### src/rtl/my_pll_pkg.sv
// Shared constants and a parameter helper for the digital PLL stand-in.
package my_pll_pkg;

  localparam int DEF_ACC_W  = 32;
  localparam int LOCK_CNT_W = 16;

  // Rounded phase increment for a wanted output frequency; meant for parameter expressions.
  function automatic logic [DEF_ACC_W-1:0] freq_to_inc(input longint unsigned f_in_hz,
                                                        input longint unsigned f_out_hz);
    longint unsigned scaled;
    scaled = (f_out_hz << DEF_ACC_W) + (f_in_hz >> 1);
    return DEF_ACC_W'(scaled / f_in_hz);
  endfunction

endpackage

### src/rtl/my_pll_nco_clk.sv
// Phase-accumulator clock generator: output is the accumulator MSB, held at 0 while disabled.
module nco_clk #(
  parameter int              ACC_W = 32,
  parameter logic [ACC_W-1:0] INC  = ACC_W'(1)
) (
  input  logic clk,
  input  logic rst_n,
  input  logic en,
  output logic clk_out
);

  localparam longint unsigned HALF = 64'd1 << (ACC_W - 1);

  // Increments above half the accumulator range would alias below f_in/2.
  generate
    if (INC == '0 || 64'(INC) > HALF) begin : g_bad_inc
      $error("nco_clk: INC must be in 1 .. 2^(ACC_W-1)");
    end
  endgenerate

  logic [ACC_W-1:0] acc;

  always_ff @(posedge clk or negedge rst_n) begin
    if (!rst_n) begin
      acc <= '0;
    end else if (!en) begin
      acc <= '0;
    end else begin
      acc <= acc + INC;
    end
  end

  assign clk_out = acc[ACC_W-1];

endmodule

### src/rtl/my_pll.sv
// Digital PLL stand-in: two NCO clocks gated by a lock timer, plus a pass-through clock.
module my_pll
  import my_pll_pkg::*;
#(
  parameter int               ACC_W       = DEF_ACC_W,
  parameter logic [ACC_W-1:0] C0_INC      = ACC_W'(32'h4000_0000),
  parameter logic [ACC_W-1:0] C1_INC      = ACC_W'(32'h8000_0000),
  parameter int               LOCK_CYCLES = 8
) (
  input  logic inclk0,
  input  logic areset_n,
  output logic c0,
  output logic c1,
  output logic c2,
  output logic locked
);

  generate
    if (LOCK_CYCLES < 1 || LOCK_CYCLES > 65535) begin : g_bad_lock
      $error("my_pll: LOCK_CYCLES must be in 1 .. 65535");
    end
  endgenerate

  localparam logic [LOCK_CNT_W-1:0] LOCK_TGT = LOCK_CNT_W'(LOCK_CYCLES);

  logic [LOCK_CNT_W-1:0] lock_cnt;

  // locked rises on the same edge the counter reaches its target, then sticks.
  always_ff @(posedge inclk0 or negedge areset_n) begin
    if (!areset_n) begin
      lock_cnt <= '0;
      locked   <= 1'b0;
    end else if (lock_cnt != LOCK_TGT) begin
      lock_cnt <= lock_cnt + LOCK_CNT_W'(1);
      if (lock_cnt + LOCK_CNT_W'(1) == LOCK_TGT) begin
        locked <= 1'b1;
      end
    end
  end

  nco_clk #(.ACC_W(ACC_W), .INC(C0_INC)) u_nco_c0 (
    .clk     (inclk0),
    .rst_n   (areset_n),
    .en      (locked),
    .clk_out (c0)
  );

  nco_clk #(.ACC_W(ACC_W), .INC(C1_INC)) u_nco_c1 (
    .clk     (inclk0),
    .rst_n   (areset_n),
    .en      (locked),
    .clk_out (c1)
  );

  assign c2 = inclk0;

endmodule

### config.mk
export PLATFORM = sky130hd
export DESIGN_NAME = my_pll
export DESIGN_NICKNAME = d
export VERILOG_FILES = /design/src/rtl/my_pll_pkg.sv /design/src/rtl/my_pll_nco_clk.sv /design/src/rtl/my_pll.sv
export SDC_FILE = /design/constraint.sdc
export NUM_CORES = 1
export LEC_CHECK = 0
export BUFFER_PORTS_ARGS = -buffer_cell sky130_fd_sc_hd__buf_4
export CORE_MARGIN = 5
export CORE_UTILIZATION = 25
export CTS_CLUSTER_SIZE = 12
export DETAILED_ROUTE_END_ITERATION = 16
export PLACE_DENSITY = 0.43
export SETUP_SLACK_MARGIN = 0.2
export SLEW_MARGIN = 15
export SYNTH_ARGS = -nofsm -noshare
export SYNTH_HDL_FRONTEND = slang
export SYNTH_SLANG_ARGS = --single-unit
### constraint.sdc
create_clock -name inclk0 -period 3 [get_ports inclk0]
set_clock_uncertainty 0.1 [all_clocks]
set_input_delay 0.3 -clock inclk0 [delete_from_list [all_inputs] [get_ports inclk0]]
set_output_delay 0.3 -clock inclk0 [all_outputs]
set_load 0.02 [all_outputs]
==> results of run 1 <==
routing by layer:
layer	GRT usage	part of all wire	vias up	wire length [um]
met3	0.0432	0.058	3	106
met1	0.0990	0.49	340	895
met4	0.0282	0.011	0	20
met5	0	0	-	0
li1	-	-	337	-
met2	0.109	0.44	11	803
cell usage after synthesis (all sizes together):
master / number / area [sq um]
nor2b: 3 / 18.8
o21ai: 1 / 5.00
a41o: 1 / 10.0
buf: 4 / 22.5
nor4: 2 / 12.5
and3: 2 / 13.8
and4: 1 / 8.76
nor3: 6 / 40.0
nor4b: 1 / 23.8
nor2: 4 / 15.0
or3: 2 / 12.5
xor2: 8 / 70.1
nand3: 8 / 52.6
xnor2: 9 / 78.8
dfrtp: 20 / 500
inv: 4 / 15.0
a22oi: 1 / 7.51
o2111ai: 1 / 8.76
nand4: 4 / 40.0
mux2i: 1 / 10.0
clkbuf: 1 / 3.75
nand2: 6 / 22.5
ha: 2 / 25.0
and2: 1 / 6.26
cell families (layout without fill, tap and decap cells):
group,count (synthesis),count (layout)
flip-flops,20,20
AO/OA/AOI/OAI,4,4
buffers and inverters,9,17
multiplexers,1,1
XOR/XNOR,17,17
AND/OR/NAND/NOR,40,40
adder cells (fa/ha/maj),2,2
critical path: stages:
cell	delay [ps]
clkbuf_8	110
clkbuf_8	120
buf_4	150
power by group:
group,switching [mW],internal [mW]
Clock,0.127,0.280
Sequential,0,0.269
Combinational,0.00530,0.00174
cell type report:
type / count / area [sq um]
Inverter: 4 / 15.0
Sequential cell: 20 / 500
Clock buffer: 7 / 90.1
Clock inverter: 1 / 30.0
Multi-Input combinational cell: 64 / 482
Tap cell: 50 / 62.6
Timing Repair Buffer: 5 / 40.0
Fill cell: 418 / 2750
worst max-delay path by stage:
stage           start  to  slack [ps]  depth (start not counted)
2_1_floorplan  inclk0  c2         970                          1
3_3_place_gp   inclk0  c2         970                          1
3_5_place_dp   inclk0  c2         970                          1
4_1_cts        inclk0  c2         720                          3
5_1_grt        inclk0  c2         720                          3
6_report       inclk0  c2         730                          3
metrics by stage:
step                      total power, mW  area (sq um)  utilization  worst slack (ps)  cells
after floorplan                     0.314          1020            -               966     93
after global placement              0.320          1100        0.276               966    143
after detailed placement            0.320          1100        0.276               966    143
after CTS                           0.703          1220        0.307               724    151
after global routing                0.710          1220        0.307               720    151
final                               0.683          1220        0.307               731    151
cell usage in the layout, fill, tap and decap left out, drive strengths merged:
cell type    count
dfrtp           20
xnor2            9
xor2             8
nand3            8
nand2            6
clkbuf           6
nor3             6
buf              5
inv              4
nor2             4
nand4            4
nor2b            3
nor4             2
or3              2
ha               2
and3             2
and2             1
mux2i            1
o21ai            1
and4             1
nor4b            1
a22oi            1
o2111ai          1
a41o             1
bufinv           1
dlygate4sd3      1
flip-flops by register name, indices dropped and copies added, names as in the netlist:
signal,count
lock_cnt,16
locked,1
u_nco_c0.acc,2
u_nco_c1.acc,1
timing repair:
action,4_1_cts,5_1_grt
setup buffers,0,0
hold buffers,1,0
hold endpoints to repair,20,0
setup endpoints to repair,0,0
==> out/qor.csv, run 1 <==
metric,value,unit
Worst-path clk slew,70,ps
I/O Pins,6,
Final Hold Viols,0,
"Net Count, Synth",97,
post-cts resize count,0,
antenna diode count,0,
status,"complete, no violations",
antenna violations before repair,0,
final WL,1830,um
number of global-route vias before repair,696,
"flops & latches, synth",20,
vias per std cell,4.58,
crit path max fanout,2,
CTS tree,done,
DRC viols,0,
R2R cell count,6,
Layout Nets,106,
Synth warnings,0,
Starting Density,0.258,
"share of synthesized cell area in and, or, nand and nor gates",0.260,
mux cell area share after synthesis,0.00978,
Rows,23,
crit path capture type,output pin,
first-pass GRT wire length,3130,um
DR WL/cell,12.1,um
setup TNS,0,ps
worst r2r src,lock_cnt[1],
pwr dens,560,nW/um^2
gr usage total,0.0774,
Post-Synth Adder-Cell Area,0.0244,
CP arrival,1870,ps
gpl congestion,0.738,
gr ovfl total,0,
required time worst endpoint,2600,ps
number of library cell types mapped by synthesis,29,
sequential share of the synthesized area,0.489,
XOR/XNOR Fraction of Synth Area,0.145,
DR iter-0 viols,20,
reg2reg end,locked,
final setup fails,0,
largest family of logic cells by synthesized area,simple AND/OR/NAND/NOR gates,
Syn Std Cell Area,1020,sq um
unrepaired setup endpoints after global routing,false,
Antenna Nets Post-Route,0,
CP Class,clock port to output pin,
1st-pass router iterations,4,
# port buffers,5,
Synth Instances,93,
largest net degree at the start of global routing,21,
die area,5470,sq um
VDD IR-drop max,210,uV
Vias,691,
Die W,74.0,um
Relative slew margins,0.796,
Slew @ Worst Pin,303,ps
fraction of layout instances using a drive strength above 1,0.178,
Static Leak,0.556,nW
Die H,74.0,um
core area,3970,sq um
r2r setup slk,1230,ps
fin. max-slew vios,0,
HPWL Detailed,1360,um
Syn Area/Cell,11.0,sq um
Synth Area in Compound Gates,0.0306,
Max-Cap Viols,0,
Hold WS,249,ps
area grow syn2layout,19.2,%
worst hold-check path type,primary input to asynchronous set/reset pin,
type of origin of the critical path,clock port,
clk_lat worst skew,360,ps
(Power assumes the default switching activity.)
==> inputs of run 2 (changes only) <==
--- a/config.mk
+++ b/config.mk
@@ -10,7 +10,7 @@
 export CORE_UTILIZATION = 25
 export CTS_CLUSTER_SIZE = 12
 export DETAILED_ROUTE_END_ITERATION = 16
-export PLACE_DENSITY = 0.43
+export PLACE_DENSITY = 0.44
 export SETUP_SLACK_MARGIN = 0.2
 export SLEW_MARGIN = 15
 export SYNTH_ARGS = -nofsm -noshare
==> constraint.sdc (replaced) <==
create_clock -name inclk0 -period 1.9 [get_ports inclk0]
set_clock_uncertainty 0.1 [all_clocks]
set_input_delay 0.19 -clock inclk0 [delete_from_list [all_inputs] [get_ports inclk0]]
set_output_delay 0.19 -clock inclk0 [all_outputs]
set_load 0.02 [all_outputs]
==> out/qor.csv, run 2 (synthesis results as in run 1) <==
metric,value,unit,change
reg2reg end,locked,,
CP Class,register to register,,
Max Clk Rate,580,MHz,
gr usage total,0.0877,,+0.0103
pre-CTS WS,194,ps,-772 ps
final setup fails,0,,unchanged
fin crit period,1720,ps,
Relative slew margins,0.769,,-0.0277
pwr dens,773,nW/um^2,+38%
1st-pass router iterations,3,,-1
Die W,74.0,um,unchanged
r2r setup slk,180,ps,-1050 ps
crit path max fanout,3,,+1
DR iter-0 viols,13,,-35%
Slew @ Worst Pin,344,ps,+41.2 ps
Vias,712,,+3.0%
Antenna Nets Post-Route,0,,unchanged
"most common cell after layout, fill and taps aside",dfrtp_1,,
fin. max-slew vios,0,,unchanged
status,"complete, no violations",,
worst hold-check path type,primary input to asynchronous set/reset pin,,
Rows,23,,unchanged
largest net degree at the start of global routing,21,,unchanged
DRC viols,0,,unchanged
most flop-heavy register,lock_cnt,,
R2R cell count,6,,unchanged
most frequent cells in the layout,"dfrtp_1 (19), buf_4 (12), xnor2_1 (9)",,
final instance area,1270,sq um,+4.0%
placed insts,149,,+4.2%
Final Hold Viols,0,,unchanged
antenna diode count,0,,unchanged
# port buffers,5,,unchanged
"slowest stage delay, CP",420,ps,+270 ps
gr ovfl total,0,,unchanged
clk_lat worst skew,360,ps,about the same
Die H,74.0,um,unchanged
slack of the critical path,177,ps,-554 ps
die area,5470,sq um,unchanged
CP max-delay cell,dfrtp_1,,
HPWL Detailed,1440,um,+6.1%
biggest registers after layout,"lock_cnt x16, u_nco_c0.acc x2",,
Static Leak,0.597,nW,+7.5%
Starting Density,0.258,,unchanged
cell area after placement,1140,sq um,+4.1%
CTS tree,done,,
crit path capture type,register,,
setup TNS,0,ps,unchanged
first-pass GRT wire length,3400,um,+8.6%
crit path cell chain,ha_2 -> nand4_1 -> nor3_4 -> or3_1 -> a22oi_1 -> a41o_1,,
required time worst endpoint,2050,ps,-550 ps
area grow syn2layout,24.0,%,
final WL,2010,um,+9.9%
final std cells w/o fill,158,,+4.6%
CP arrival,1880,ps,about the same
Hold WS,140,ps,-109 ps
VDD IR-drop max,317,uV,+51%
register area,502,sq um,+0.25%
fraction of layout instances using a drive strength above 1,0.259,,+0.0810
DR WL/cell,12.7,um,+5.0%
worst r2r src,lock_cnt[0],,
core area,3970,sq um,unchanged
unrepaired setup endpoints after global routing,true,,
antenna violations before repair,0,,unchanged
area occupied by multi-input gates,493,sq um,+2.3%
number of global-route vias before repair,742,,+6.6%
vias per std cell,4.51,,-1.5%
gpl congestion,0.869,,+18%
Layout fillers,414,,-0.96%
max reg flops,16,,unchanged
Layout Nets,113,,+6.6%
Layout Utilization,0.319,,+0.0123
type of origin of the critical path,register,,
Max-Cap Viols,0,,unchanged
Worst-path clk slew,70,ps,about the same
Pwr Total,0.981,mW,+44%
Final Cycle Share,0.907,,
I/O Pins,6,,unchanged
run 2: cell types whose count changed in the layout (fill, tap and decap cells not counted):
cell       previous run  this run
buf_4                 5        12
nor3_2                2         1
nor3_4                0         1
bufinv_16             1         0
nor2_1                4         3
nor2_2                0         1
dfrtp_1              20        19
dfrtp_2               0         1
ha_1                  2         1
ha_2                  0         1
clkbuf_8              6         7
run 2: final cells by class:
type	instances	share of cell area
clock buffers	8	0.0819
flip-flops and latches	20	0.395
repair buffers	12	0.0730
inverters	4	0.0118
multi-input cells	64	0.389
well taps	50	0.0493
run 2: repair_timing:
action | 4_1_cts | 5_1_grt
buffers inserted | 0 | 1
endpoints found under the setup margin | 1 | 1
pin swaps | 1 | 4
resized for setup | 1 | 3
hold buffers | 1 | 0
endpoints found under the hold margin | 20 | 0
run 2: how the worst max path moves through the flow:
stage / cells after the start / startpoint / slack (ps) / endpoint
floorplan: 6 / lock_cnt[0] / 270 / locked
global placement: 6 / lock_cnt[0] / 220 / locked
detailed placement: 6 / lock_cnt[0] / 190 / locked
CTS: 5 / lock_cnt[12] / 220 / locked
global route: 6 / lock_cnt[1] / 70 / locked
finish: 6 / lock_cnt[0] / 180 / locked
run 2: critical path, delay by kind of cell (launching register included):
kind                       cells  cell delay, ps
adders and majority gates      1             230
DFF                            1             420
and+or+nand+nor                3             580
AOI/OAI and AO/OA              2             300
run 2: routing by layer:
layer / GRT usage / up-vias / share of wire / wire length (um)
met5: 0 / - / 0 / 0
met4: 0.0443 / 0 / 0.0080 / 16
met3: 0.0541 / 3 / 0.066 / 133
met2: 0.125 / 15 / 0.47 / 939
met1: 0.103 / 346 / 0.46 / 917
li1: - / 348 / - / -
run 2: power breakdown:
part / internal, mW / total (mW) / switching (mW)
Combinational: 0.00274 / 0.0112 / 0.00847
Sequential: 0.425 / 0.425 / 0
Clock: 0.345 / 0.544 / 0.199
Total: 0.773 / 0.981 / 0.208
